## src/rtl/mem_arbiter.sv

```systemverilog
// Two-port (instruction fetch / data memory) arbiter onto one single-port SRAM, 1-cycle read latency.
// DM has priority; define MEM_ARB_FAIRNESS_EN to force an IF grant after STARVE_LIMIT consecutive DM wins.
module mem_arbiter #(
  parameter int unsigned STARVE_LIMIT = 3
) (
  input  logic        clk,
  input  logic        rst,
  input  logic        if_req,
  input  logic [13:0] if_addr,
  output logic        if_gnt,
  output logic        if_rvalid,
  output logic [31:0] if_rdata,
  input  logic        dm_req,
  input  logic [3:0]  dm_web,
  input  logic [13:0] dm_addr,
  input  logic [31:0] dm_wdata,
  output logic        dm_gnt,
  output logic        dm_rvalid,
  output logic [31:0] dm_rdata,
  output logic        sram_cs,
  output logic        sram_oe,
  output logic [3:0]  sram_web,
  output logic [13:0] sram_a,
  output logic [31:0] sram_di,
  input  logic [31:0] sram_do
);

  typedef enum logic [1:0] {OWN_NONE, OWN_IF, OWN_DM} owner_t;

  owner_t      owner_q, owner_d;
  logic        force_if;
  logic        dm_rd;
  logic [31:0] if_rdata_q, dm_rdata_q;

  assign dm_rd = (dm_web == 4'b1111);

`ifdef MEM_ARB_FAIRNESS_EN
  logic [3:0] starve_q;

  assign force_if = if_req && dm_req && (starve_q == 4'(STARVE_LIMIT));

  always_ff @(posedge clk) begin
    if (!rst) begin
      starve_q <= 4'd0;
    end else if (if_gnt || !if_req) begin
      starve_q <= 4'd0;
    end else if (dm_gnt) begin
      starve_q <= starve_q + 4'd1;
    end
  end
`else
  assign force_if = 1'b0;
`endif

  always_ff @(posedge clk) begin
    if (!rst) begin
      owner_q <= OWN_NONE;
    end else begin
      owner_q <= owner_d;
    end
  end

  always_comb begin
    if_gnt   = 1'b0;
    dm_gnt   = 1'b0;
    sram_cs  = 1'b0;
    sram_oe  = 1'b0;
    sram_web = 4'b1111;
    sram_a   = 14'd0;
    sram_di  = 32'd0;
    owner_d  = OWN_NONE;
    if (rst) begin
      if (dm_req && !force_if) begin
        dm_gnt   = 1'b1;
        sram_cs  = 1'b1;
        sram_oe  = dm_rd;
        sram_web = dm_web;
        sram_a   = dm_addr;
        sram_di  = dm_wdata;
        owner_d  = dm_rd ? OWN_DM : OWN_NONE;
      end else if (if_req) begin
        if_gnt  = 1'b1;
        sram_cs = 1'b1;
        sram_oe = 1'b1;
        sram_a  = if_addr;
        owner_d = OWN_IF;
      end
    end
  end

  // rvalid is gated by rst so a read granted just before reset never completes
  assign if_rvalid = rst && (owner_q == OWN_IF);
  assign dm_rvalid = rst && (owner_q == OWN_DM);

  always_ff @(posedge clk) begin
    if (!rst) begin
      if_rdata_q <= 32'd0;
      dm_rdata_q <= 32'd0;
    end else begin
      if (if_rvalid) if_rdata_q <= sram_do;
      if (dm_rvalid) dm_rdata_q <= sram_do;
    end
  end

  assign if_rdata = if_rvalid ? sram_do : if_rdata_q;
  assign dm_rdata = dm_rvalid ? sram_do : dm_rdata_q;

endmodule

```

## config.mk

```make
export PLATFORM = sky130hd
export DESIGN_NAME = mem_arbiter
export DESIGN_NICKNAME = d
export VERILOG_FILES = /design/src/rtl/mem_arbiter.sv
export SDC_FILE = /design/constraint.sdc
export NUM_CORES = 1
export LEC_CHECK = 0
export CORE_UTILIZATION = 35
export CTS_CLUSTER_SIZE = 40
export DETAILED_ROUTE_END_ITERATION = 8
export PLACE_DENSITY = 0.83
export SLEW_MARGIN = 5
export SYNTH_ARGS = -nofsm -noshare
export SYNTH_HDL_FRONTEND = slang
export SYNTH_SLANG_ARGS = --single-unit
```

## constraint.sdc

```tcl
create_clock -name clk -period 1.65 [get_ports clk]
set_input_delay 0.33 -clock clk [delete_from_list [all_inputs] [get_ports clk]]
set_output_delay 0.33 -clock clk [all_outputs]
set_load 0.05 [all_outputs]
```

Word level (Yosys, flattened, before mapping)
Index checks and enable logic that the tools add are counted.
- bits in registers: 66
- bits in latches: 0
- bits in writable memories: 0
- bits in read-only memories: 0
- bits of input ports: 100
- output and inout port bits: 120
- word-level logic and storage cells: 29
- memories kept: 0
- add/subtract/negate cells: 0
- multiply operators: 0
- divide/modulo/power cells: 0
- $lt $le $gt $ge: 0
- equal/unequal tests: 3
- shift-type cells: 0
- muxes and demuxes: 21
- bitwise gates (word level): 0
- reduce and logical (&&, ||, !) cells: 2
- operators by type and width (kind ; number):
    $mux W32 ; 4
    $mux W14 ; 3
    $mux W1 ; 10
    $mux W4 ; 2
    $eq A4 B4 Y1 const B ; 1
    $mux W2 ; 2
    $eq A2 B1 Y1 const B ; 1
    $eq A2 B2 Y1 const B ; 1
    $logic_and A1 B1 Y1 ; 2

Longest topological paths before layout
Gate-level depths: netlist of the first run.
- depth in word-level cells: 3
- gate-level depth with buffers: 5
- depth with buffers taken out: 3

Least setup slack after synthesis of the first run
No wires, ideal clock.
- path kind: input to output
- start: in dm_req
- end: out sram_a[10]
- data arrival time: 1.491 ns
- required time: 1.320 ns
- path slack: -0.171 ns
- stages on the path: 4
- buffers on the path: 2
- cell sequence: and3b_1 -> buf_2 -> buf_2 -> a22o_1
- word-level cells in the longest chain between the ends: 2
- ends and longest elaborated chain (what ; line ; source):
    start: declaration ; 13 ; input logic dm_req,
    $mux W14 ; 73 ; if (dm_req && !force_if) begin
    $mux W14 ; 72 ; if (rst) begin
    end: declaration ; 23 ; output logic [13:0] sram_a,
No other way between the ends.

Worst setup path in the final report of the first run
- start: reg owner_q[0]
- end: out if_rdata[31]
- word-level cells in the longest chain between the ends: 3
- ends and longest elaborated chain (what ; line ; source):
    start: declaration ; 30 ; owner_t owner_q, owner_d;
    start signal: assignment ; 59 ; owner_q <= owner_d;
    $eq A2 B1 Y1 ; 92 ; assign if_rvalid = rst && (owner_q == OWN_IF);
    $logic_and A1 B1 Y1 ; 92 ;
    $mux W32 ; -- ;
    end: declaration ; 12 ; output logic [31:0] if_rdata,
No other way between the ends.

==> key figures, run 1 <==
Final layout
  – Most frequent cells in the layout: nand2_1 (128), clkdlybuf4s50_1 (92), a21boi_0 (64), dfxtp_1 (64)
  – Final cell count without fillers: 799
  – Layout cell share with drive strength beyond 1: 39.5%
  – Fin nets: 754
  – Most common cell after layout, fill and taps aside: nand2_1
  – Ant diodes: 0
  – Area growth from synthesis to layout: 89.5%

Worst setup path
  – Worst EP required: 1320 ps
  – Arr. time, crit path: 1630 ps
  – Crit-path max FO: 10
  – Crit path kind: flop to primary output
  – Crit end category: primary output
  – CP Launch Type: flop

Clock tree
  – CTS root buf: clkbuf_8
  – Clock Tree Buf Depth: 2
  – Hold buffers post-CTS: 0
  – Clk_lat worst skew: 330 ps
  – CTS buffer count: 9
  – H-tree depth: 3
  – CTS tree: done
  – Clk slew on worst S/H paths: 60 ps
  – Clock sinks: 66

Synth
  – Post-Syn Nets: 525
  – Yosys reg bits: 66
  – Sequential share of the synthesized area: 34.1%
  – Post-Syn Instances: 425
  – Synth warnings: 0
  – Yosys cell types: 23
  – Area of the mapped netlist: 3880 sq um
  – Mean Syn Cell Area: 9.12 sq um

Global routing
  – Largest net degree at the start of global routing: 33
  – Aggregate global-route resource usage: 23.0%
  – Number of global-route vias before repair: 4083
  – Initial antenna violation count: 0
  – Grt ovf: 0
  – First-pass GRT wire length: 20.3 mm

Placed design
  – Port bufs: 219
  – Hpwl dp: 9.69 mm
  – Gpl congestion: 0.801
  – Post-Place Worst Slack: -478 ps
  – Placed Cells: 776

Floorplanning
  – Die width: 107 microns
  – Die Area: 11500 sq um
  – Starting Density: 35.9%
  – Core area: 10800 sq um
  – # IOs: 220
  – Rows: 38
  – Die height: 107 microns

Drt
  – Remaining antenna violation count: 0
  – Wire per inst: 17.2 microns
  – DRT iter0 DRCs: 162
  – # DRC: 0
  – DR vias: 3965
  – Total routed wirelength: 13.8 mm
  – Drt pass-1 iters: 4
  – Average vias per placed instance: 4.96

STA
  – Post-Route Skew: 14.3 ps
  – Worst-margin pin slew: 401 ps
  – # setup viols final: 65
  – Post-route setup slack: -306 ps
  – Final period util: 119%
  – Relative slew slack: 73.2%
  – Endpoints failing hold: 0
  – Clock period minus worst slack: 1960 ps
  – RSZ-0062 raised after global routing: yes
  – Max frequency: 0.511 GHz
  – Max Slew Vio Count: 0

Power
  – Lkg Pwr: 3.26 nW
  – NetSw: 0.00135 W
  – Clock network power share: 30.8%
  – PD cells: 601 nW/um^2
  – Post-route total power: 0.00442 W
  – Switch share: 30.5%
  – Comb power frac: 32.1%
  – Peak supply drop: 413 uV
  – Int Power: 0.00307 W
  – Sequential Power Share: 37.1%

Status
  – Violated checks: negative setup slack
  – Run status: complete, but fails checks

Run
  – Max-cap violation count: 0

Worst hold path
  – HP Class: primary input to flop
==> path summary, 6_finish.rpt <==
path                        from        endpoint  slack [ps]  depth (start not counted)
setup reg to reg      owner_q[0]   if_rdata_q[7]         300                          4
setup / recovery      owner_q[0]    if_rdata[31]        -310                          5
hold reg to reg   if_rdata_q[16]  if_rdata_q[16]         460                          2
hold / removal            if_req      owner_q[0]         440                          3
==> cells by family (layout without fill, tap and decap cells) <==
family                 Yosys count  in the layout  synth area share [%]
AOI/OAI and AO/OA               79             79                  15.7
buffers and inverters           40            273                  5.58
muxes                           64             64                  24.2
and+or+nand+nor                176            177                  20.4
DFF                             66             66                  34.1
==> power groups by stage <==
stage	clock network [W]	logic, W	registers [W]
global placement	0	0.00132	0.00168
finish	0.00136	0.00142	0.00164
global route	0.00148	0.00147	0.00164
CTS	0.00139	0.00139	0.00164
floorplan	0	0.000646	0.00167
detailed placement	0	0.00134	0.00168
==> synthesized netlist by cell type <==
cell | number | share of area [%]
dfxtp_1 | 66 | 34
buf_4 | 1 | 0.19
clkbuf_1 | 12 | 1.2
nand2_4 | 2 | 0.58
and3b_1 | 2 | 0.45
nand2b_1 | 6 | 0.97
mux2_2 | 6 | 1.7
nor2_1 | 1 | 0.097
a22o_1 | 14 | 3.2
inv_1 | 2 | 0.19
a21boi_0 | 64 | 12
clkbuf_2 | 2 | 0.26
nand2_1 | 129 | 12
mux2_4 | 58 | 22
buf_2 | 12 | 1.5
or2_2 | 1 | 0.16
nand4_1 | 1 | 0.16
buf_1 | 4 | 0.39
o21a_1 | 1 | 0.19
and3_1 | 32 | 5.2
nor2b_1 | 2 | 0.32
inv_2 | 1 | 0.097
buf_6 | 6 | 1.7
==> routing by layer <==
metal | GRT usage (%) | routed length, microns
met2 | 42.8 | 7270
met1 | 25.5 | 5440
met3 | 6.54 | 895
met4 | 5.48 | 149
met5 | 0 | 0
==> flip-flops by register name (all words and copies together), names as in the netlist <==
register,flops
dm_rdata_q,32
if_rdata_q,32
owner_q,2
==> repair_timing <==
action,4_1_cts,5_1_grt
setup endpoints to repair,120,96
cloned,2,3
pin swaps,0,7
gates resized for setup,73,24
buffers inserted,0,2
==> metrics by stage <==
| stage | util (%) | TNS, ps | hold WS (ps) | instance area (sq um) |
|---|---|---|---|---|
| final | 68.1 | -17500 | 437 | 7350 |
| after global routing | 68.1 | -22170 | 433 | 7350 |
| after CTS | 66.9 | -20670 | 465 | 7220 |
| after detailed placement | 62.7 | -14180 | 455 | 6770 |
| after global placement | 62.7 | -11440 | 447 | 6770 |
| after floorplan | - | 0 | 440 | 3890 |
==> cell type report <==
type                            instances  area [sq um]
Clock inverter                          4          51.3
Inverter                                3          16.3
Timing Repair inverter                  2          15.0
Tap cell                              140           175
Fill cell                             779          3450
Sequential cell                        66          1330
Clock buffer                           12           145
Multi-Input combinational cell        320          2430
Timing Repair Buffer                  252          3190
==> worst max-delay path, stage by stage, from the launching register on <==
cell	delay, ps
dfxtp_4	360
nor2b_4	130
nand2_4	130
buf_12	160
mux2_2	370
buf_12	150
Note: power is estimated with default switching activity, not from simulation.
==> run 2: changes to the inputs <==
clock period = 2.2 ns   (was 1.65 ns; I/O delays follow)
==> run 2 against run 1 <==
The run now ends clean; via count is 3.2% lower; die area is the same; total power down 31%; clock skew fell by 4.2 ps; cell count down 2.5%; first-iteration DRC count fell by 9.3%; global-route usage fell by 1.2 points; critical path depth decreased by 1; largest cell class unchanged; largest power group unchanged; highest routed layer unchanged.
==> key figures, run 2 (synthesis gave the netlist of run 1 again) <==
Clock tree
  – Hold buffers post-CTS: 0 (unchanged)
  – Clock Tree Buf Depth: 2 (unchanged)
  – Clk slew on worst S/H paths: 60 ps (about the same)
  – CTS buffer count: 9 (unchanged)
  – Clk_lat worst skew: 340 ps (about the same)
  – H-tree depth: 3 (unchanged)
  – Clock sinks: 66 (unchanged)
  – CTS tree: done
  – CTS root buf: clkbuf_8

STA
  – Hold Worst Slack: 463 ps (+25.4 ps)
  – Final period util: 96.7%
  – Relative slew slack: 73.1% (-0.11 points)
  – Max Slew Vio Count: 0 (unchanged)
  – Worst-margin pin slew: 403 ps (+1.69 ps)
  – Setup TNS: 0 ps (+17500 ps)
  – # setup viols final: 0 (-100%)
  – RSZ-0062 raised after global routing: no
  – Max frequency: 0.470 GHz
  – Clock period minus worst slack: 2130 ps
  – Endpoints failing hold: 0 (unchanged)
  – Post-route setup slack: 71.8 ps (+378 ps)
  – Post-Route Skew: 10.1 ps (-4.20 ps)

Worst setup path
  – Bufs and invs on worst path: 2 (unchanged)
  – Crit-path max FO: 16 (+6)
  – Largest delay share family, worst path: buffers and inverters
  – CP cell instances: clkdlybuf4s50_1, and3b_4, a22o_1, buf_12
  – Arr. time, crit path: 1690 ps (+60 ps)
  – Crit end category: primary output
  – Slowest CP cell: clkdlybuf4s50_1
  – CP Depth: 4 (-1)
  – Crit path kind: primary input to primary output
  – Worst EP required: 1760 ps (+440 ps)
  – Max stage delay on crit path: 500 ps (+130 ps)
  – Worst R2R Path Depth: 4 (unchanged)
  – CP Launch Type: primary input

Final layout
  – Post-route design area: 6820 sq um (-7.2%)
  – Layout cell share with drive strength beyond 1: 35.4% (-4.1 points)
  – Most common cell after layout, fill and taps aside: nand2_1
  – Most frequent cells in the layout: nand2_1 (129), clkdlybuf4s50_1 (97), buf_4 (77)
  – Area occupied by multi-input gates: 2360 sq um (-2.9%)
  – Fin nets: 737 (-2.3%)
  – Storage cell area: 1320 sq um (-0.38%)
  – # fillers: 839 (+7.7%)
  – Final core occ: 63.2% (-4.9 points)
  – Top flop regs: dm_rdata_q: 32 flops, if_rdata_q: 32 flops, owner_q: 2 flops
  – Area growth from synthesis to layout: 75.9%
  – Ant diodes: 0 (unchanged)

Floorplanning
  – Core area: 10800 sq um (unchanged)
  – Starting Density: 35.9% (unchanged)
  – Die Area: 11500 sq um (unchanged)
  – Die width: 107 microns (unchanged)
  – # IOs: 220 (unchanged)
  – Die height: 107 microns (unchanged)
  – Rows: 38 (unchanged)

Worst hold path
  – HP Class: flop to flop
  – Hold depth: 2 (-1)

Global routing
  – Aggregate global-route resource usage: 21.8% (-1.2 points)
  – First-pass GRT wire length: 19.3 mm (-5.2%)
  – Grt ovf: 0 (unchanged)
  – Initial antenna violation count: 0 (unchanged)
  – Largest net degree at the start of global routing: 54 (+64%)
  – Number of global-route vias before repair: 3882 (-4.9%)

Drt
  – Drt pass-1 iters: 4 (unchanged)
  – Wire per inst: 16.1 microns (-6.6%)
  – # DRC: 0 (unchanged)
  – DRT iter0 DRCs: 147 (-9.3%)
  – Average vias per placed instance: 4.93 (-0.74%)
  – DR vias: 3837 (-3.2%)
  – Total routed wirelength: 12.5 mm (-8.9%)
  – Remaining antenna violation count: 0 (unchanged)

Power
  – Lkg Pwr: 3.04 nW (-6.6%)
  – PD cells: 446 nW/um^2 (-26%)
  – Peak supply drop: 220 uV (-47%)

Placed design
  – Port bufs: 219 (unchanged)
  – Post-Place Worst Slack: -174 ps (+305 ps)
  – Gpl congestion: 0.792 (-1.1%)
  – Placed cell area: 6670 sq um (-1.5%)
  – Hpwl dp: 9.46 mm (-2.4%)

Run
  – Max-cap violation count: 0 (unchanged)

Status
  – Run status: complete, no violations
-- run 2: per-stage QoR --
stage	power, W	instances
after floorplan	0.00174	425
after global placement	0.00224	766
after detailed placement	0.00225	766
after CTS	0.00308	779
after global routing	0.00317	779
final	0.00304	779
-- run 2: timing repair --
action                     in CTS  in global routing
gates resized for setup         5                  1
pin swaps                       1                  0
setup endpoints to repair      32                 32
setup buffers                   0                  0
-- run 2: report_power, final --
group          total, W  internal (W)  switching, W
sequential      0.00123       0.00122     0.0000134
combinational  0.000995      0.000487      0.000508
clock          0.000815      0.000383      0.000432
-- run 2: metal layers --
layer / part of all wire, % / global-route usage, %
met4: 2.0 / 7.34
met5: 0 / 0
met1: 41 / 25.3
met3: 6.6 / 6.23
met2: 51 / 38.1
-- run 2: worst reg2reg max path, stage by stage, from the launching register on --
cell and delay (ps):
dfxtp_2 370, nor2b_4 180, buf_4 350, nand2_1 120, a21boi_0 200
-- run 2: path summary, 6_finish.rpt --
path | endpoint | start | slack [ps]
setup reg to reg | dm_rdata_q[12] | owner_q[1] | 890
hold reg to reg | dm_rdata_q[30] | dm_rdata_q[30] | 460
hold / removal | dm_rdata_q[30] | dm_rdata_q[30] | 460
setup / recovery | sram_a[10] | if_req | 70
-- run 2: cell type report --
class	instances	share of cell area (%)
Clock buffer	9	1.82
Clock inverter	4	0.330
Tap cell	140	2.57
Timing Repair Buffer	238	41.1
Sequential cell	66	19.4
Inverter	3	0.202
Multi-Input combinational cell	319	34.6
==> run 3: changes to the inputs <==
CAP_MARGIN = 10   (was default)
==> results of run 3 <==
Final layout, timing and power as in run 2 (identical DEF).
==> edit 1 (settings of run 2) <==
Re-encode `owner_t` (3 values) as one-hot, 3 bits wide.
--- a/src/rtl/mem_arbiter.sv
+++ b/src/rtl/mem_arbiter.sv
@@ -25,7 +25,7 @@
   input  logic [31:0] sram_do
 );
 
-  typedef enum logic [1:0] {OWN_NONE, OWN_IF, OWN_DM} owner_t;
+  typedef enum logic [2:0] {OWN_NONE = 3'b001, OWN_IF = 3'b010, OWN_DM = 3'b100} owner_t;
 
   owner_t      owner_q, owner_d;
   logic        force_if;
Formal check against the unedited RTL: same outputs for any inputs over 10 cycles, from zero or initial values and one cycle with rst low; not proved beyond that.
==> edit 1 against run 2 <==
- sequential cell count grew 1
- count of clock-buffer cells in the layout stayed put
- via count fell by 5.7%
- cell count is 4.6% lower
- cell area grew 6.5%
- total power is 4.1% higher
- worst setup slack worse by 0.027 ns
- critical path depth is the same
- combinational power decreased by 19%
- clock power increased by 40%
- wire length decreased by 4.1%
- synthesized area fell by 1.4%
- sequential share of layout area shrank 0.92 points
- global-route usage shrank 0.56 points
- critical path type is now reg -> out
- critical endpoint is now if_rdata[31]
- largest cell class unchanged
- highest routed layer unchanged
==> edit 1: results (changes against run 2) <==
Status = completed
Non-clock buffer share of cell area = 44.2% (+3.1 points)
Maximum number of pins on one net before global-route repair = 39 (-28%)
Area of the mapped netlist = 3820 sq um (-1.4%)
Register bit total from synthesis = 67 (+1.5%)
Met1 wire length = 4410 um (-13%)
DPL Wire Length = 9030 um (-4.5%)
Global-route wire length before repair = 19100 um (-1.2%)
Crit path DAT = 1.72 ns (+0.03 ns)
Post-detailed-routing wire length = 12000 um (-4.1%)
Static Leakage = 0.00376 uW (+24%)
Dpl cells = 723 (-5.6%)
Global-route met1 utilization = 20.8% (-4.5 points)
Vias in the first global route = 3891 (+0.23%)
Worst vdd rail ir drop = 0.359 mV (+63%)
Met3 usage in global routing = 7.79% (+1.6 points)
Register fraction of the total cell area = 18.5% (-0.92 points)
Number of combinational gates with multiple inputs = 252 (-21%)
Number of iterations in the first detailed-routing pass = 4 (unchanged)
Delay of the slowest cell on the worst path = 0.41 ns (-0.09 ns)
Non-clock buffer count in the final layout = 236 (-0.84%)
Weighted congestion at the end of routability-driven global placement = 0.805 (+1.7%)
Compound-cell area share of the yosys netlist = 3.66% (-12 points)
Number of nets in the final layout = 702 (-4.7%)
Post-layout instance count excluding filler cells = 743 (-4.6%)
GRT Util Overall = 21.2% (-0.56 points)
Hold Crit Depth = 2 (unchanged)
Cell type of the slowest stage on the worst timing path = mux2_2
Non-Filler Cell Area, Final = 7260 sq um (+6.5%)
Relative slew slack = 74.0% (+0.91 points)
Worst Path Max Fanout = 34 (+18)
Mux cell area share after synthesis = 38.9% (+15 points)
Fraction of area in multi-input gates = 30.1% (-4.5 points)
Non-CTS inverters = 36 (+33)
Count of mapped cells out of synthesis = 387 (-8.9%)
Share of post-route cells with drive strength above 1 = 36.6% (+1.2 points)
Met2 track utilization from global routing = 40.1% (+2.0 points)
Post-cts sizing count = 2 (-3)
Seq/Total Area, Yosys = 35.1% (+0.99 points)
Iteration-0 DRC count of the detailed router = 124 (-16%)
Clock Network Area Fraction = 3.08% (+0.94 points)
Vias per Instance = 4.87 (-1.1%)
Post-Synthesis Net Count = 487 (-7.2%)
Bufs on Longest Clock Path = 2 (unchanged)
Number of distinct library cells after synthesis = 22 (-4.3%)
Met2 layer wire length in the routed design = 6410 um (+0.74%)
Cell area after placement = 6960 sq um (+4.4%)
Post-placement worst setup slack = -0.128 ns (+0.0454 ns)
Top post-synthesis cells by area = dfxtp_1, mux2i_1, mux2_4
Largest registers ranked by flip-flop count = dm_rdata_q (32), if_rdata_q (32), owner_q (3)
Routed wire length on met3 = 895 um (+8.5%)
Number of fill cells = 743 (-11%)
Worst clock skew = 0.0102 ns (+0.000169 ns)
Post-synth top cells = dfxtp_1, nand2_1, mux2i_1, inv_1, mux2_4
## edit 1: cell count changes in the layout (fill, tap and decap cells not counted), moves of 3 or more
cell / before / now
clkinv_2: 3 / 0
a21boi_0: 64 / 0
inv_1: 2 / 35
nand2_1: 129 / 65
buf_12: 62 / 92
mux2_4: 58 / 34
mux2_2: 6 / 30
mux2i_1: 0 / 64
buf_4: 77 / 43
## edit 1: logic make-up after synthesis
| family | Yosys count |
|---|---|
| compound gates | 17 |
| mux | 128 |
| simple gates | 107 |
| flops | 67 |
| buf+inv | 68 |
## edit 1: path summary, 6_finish.rpt
path	start	slack [ns]	to
worst min-delay path	dm_rdata_q[19]	0.47	dm_rdata_q[19]
worst min register to register	dm_rdata_q[19]	0.47	dm_rdata_q[19]
worst max-delay path	owner_q[2]	0.04	if_rdata[31]
worst max register to register	owner_q[1]	0.79	dm_rdata_q[9]
## edit 1: power breakdown
group | total, uW | switching [uW] | internal, uW
sequential | 1230 | 5.37 | 1220
clock | 1140 | 493 | 643
combinational | 806 | 383 | 423
==> edit 2 (settings of run 2) <==
Made on the original files. Add a define of `MEM_ARB_FAIRNESS_EN`.
--- a/src/rtl/mem_arbiter.sv
+++ b/src/rtl/mem_arbiter.sv
@@ -1,5 +1,7 @@
 // Two-port (instruction fetch / data memory) arbiter onto one single-port SRAM, 1-cycle read latency.
 // DM has priority; define MEM_ARB_FAIRNESS_EN to force an IF grant after STARVE_LIMIT consecutive DM wins.
+`define MEM_ARB_FAIRNESS_EN
+
 module mem_arbiter #(
   parameter int unsigned STARVE_LIMIT = 3
 ) (
Behaviour: not the same (a bounded check fails within 4 cycles, from zero or initial values and one cycle with rst low).
==> edit 2 against run 2 <==
- the run now ends with setup timing left
- core utilization up 9.8 points
- register-to-register slack lost 0.29 ns
- critical path depth up 2
- via count fell by 20%
- wire length down 9.0%
- synthesized cell count fell by 32%
- synthesized area decreased by 12%
- total power rose by 6.3%
- sequential cell count rose by 4
- count of clock-buffer cells in the layout grew 1
- worst setup slack worse by 0.27 ns
- first-iteration DRC count fell by 39%
- cell area decreased by 0.17%
- critical path type is now reg -> out
- critical endpoint is now sram_a[0]
- highest routed layer unchanged
==> edit 2: results (changes against run 2) <==
Met2 track utilization from global routing = 45.3% (+7.2 points)
Delay of the slowest cell on the worst path = 0.41 ns (-0.09 ns)
Count of mapped cells out of synthesis = 290 (-32%)
Violations in the final reports = setup timing
Hold Crit Depth = 3 (+1)
Routed wire length on met3 = 764 um (-7.4%)
Post-placement worst setup slack = -0.219 ns (-0.0452 ns)
Global-route wire length before repair = 16900 um (-12%)
DPL Wire Length = 8690 um (-8.1%)
Top post-synthesis cells by area = dfxtp_1, mux2_4, and2_1
Pin slew with the least headroom to its limit = 0.298 ns (-0.105 ns)
Critical path capture point = sram_a[0]
Met1 wire length = 3740 um (-27%)
Number of distinct library cells after synthesis = 28 (+22%)
Top delay family on crit path = simple AND/OR/NAND/NOR gates
Internal power = 2310 uW (+10%)
Bufs on Longest Clock Path = 2 (unchanged)
Launch point of the worst path = starve_q[1]
Worst Path Max Fanout = 16 (unchanged)
Global-route met1 utilization = 20.4% (-4.9 points)
Via count of the routed design = 3062 (-20%)
Share of post-route cells with drive strength above 1 = 52.6% (+17 points)
Post-synth top cells = and2_1, dfxtp_1, mux2_4, a22o_1, clkbuf_1
Worst R2R Path Depth = 7 (+3)
Worst vdd rail ir drop = 0.240 mV (+9.2%)
Vias in the first global route = 3248 (-16%)
Cell type of the slowest stage on the worst timing path = or3b_4
Post-route worst setup slack = -0.199 ns (-0.271 ns)
Final setup violation count = 53 (+53)
Hold/Removal Path Class = in -> reg
Largest registers ranked by flip-flop count = dm_rdata_q (32), if_rdata_q (32), starve_q (4)
Static Leakage = 0.00322 uW (+5.9%)
Met2 layer wire length in the routed design = 6390 um (+0.47%)
Weighted congestion at the end of routability-driven global placement = 0.893 (+13%)
Crit path DAT = 1.96 ns (+0.27 ns)
R2r setup slk = 0.60 ns (-0.29 ns)
Reg2reg end = starve_q[1]
Met3 usage in global routing = 5.76% (-0.48 points)
Post-route setup TNS = -6.52 ns (-6.52 ns)
Status = finished, violations left
Number of fill cells = 603 (-28%)
Number of clock sinks = 70 (+6.1%)
Number of nets in the final layout = 625 (-15%)
Routed length per instance = 17.3 um (+7.7%)
Worst clock skew = 0.0129 ns (+0.00282 ns)
Seq/Total Area, Yosys = 41.1% (+7.0 points)
Post-Synthesis Net Count = 391 (-26%)
edit 2: changes by cell type in the layout (fill, tap and decap cells not counted), sizes merged, moves of 4 or more:
cell	delta
dfxtp	+4
buf	+4
a21boi	-64
and2	+96
and3	-29
nand2	-129
edit 2: cells by family after synthesis:
kind of cell / after synthesis / share of synthesized area (%)
AOI/OAI and AO/OA: 19 / 5.43
buffers and inverters: 22 / 3.96
and+or+nand+nor: 112 / 21.2
DFF: 70 / 41.1
muxes: 64 / 27.5
xor gates and xnor gates: 2 / 0.513
adders and majority gates: 1 / 0.367
edit 2: per-stage QoR:
step,std cells,area [sq um]
after floorplan,290,3430
after global routing,658,6810
after detailed placement,634,6260
after CTS,657,6790
after global placement,634,6260
final,658,6810
edit 2: area by class of cell:
class                      instances  area [sq um]  share of cell area (%)
clock buffer                      10           128                    1.87
tap                              129           161                    2.37
sequential                        70          1400                    20.6
inverter                           3          13.8                   0.202
multi-input combinational        198          2100                    30.8
clock inverter                     6          62.6                   0.919
timing repair buffer             242          2950                    43.2
edit 2: repair_timing:
action / CTS / global route
endpoints found under the setup margin: 53 / 54
pin swaps: 23 / 0
resized for setup: 63 / 2
cloned: 4 / 0
setup buffers: 3 / 1
edit 2: how the worst min path moves through the flow:
stage                      from          end  slack (ns)
floorplan           starve_q[0]  starve_q[0]        0.43
global placement    starve_q[0]  starve_q[0]        0.44
global route        starve_q[0]  starve_q[0]        0.55
detailed placement  starve_q[0]  starve_q[0]        0.45
finish                      rst   owner_q[0]        0.53
CTS                         rst   owner_q[0]        0.50
edit 2: power by group through the flow:
stage	Clock [uW]	Combinational [uW]	Sequential [uW]
after floorplan	0	399	1320
after CTS	1010	960	1290
after detailed placement	0	885	1320
after global placement	0	874	1320
final	984	962	1290
after global routing	1070	994	1290
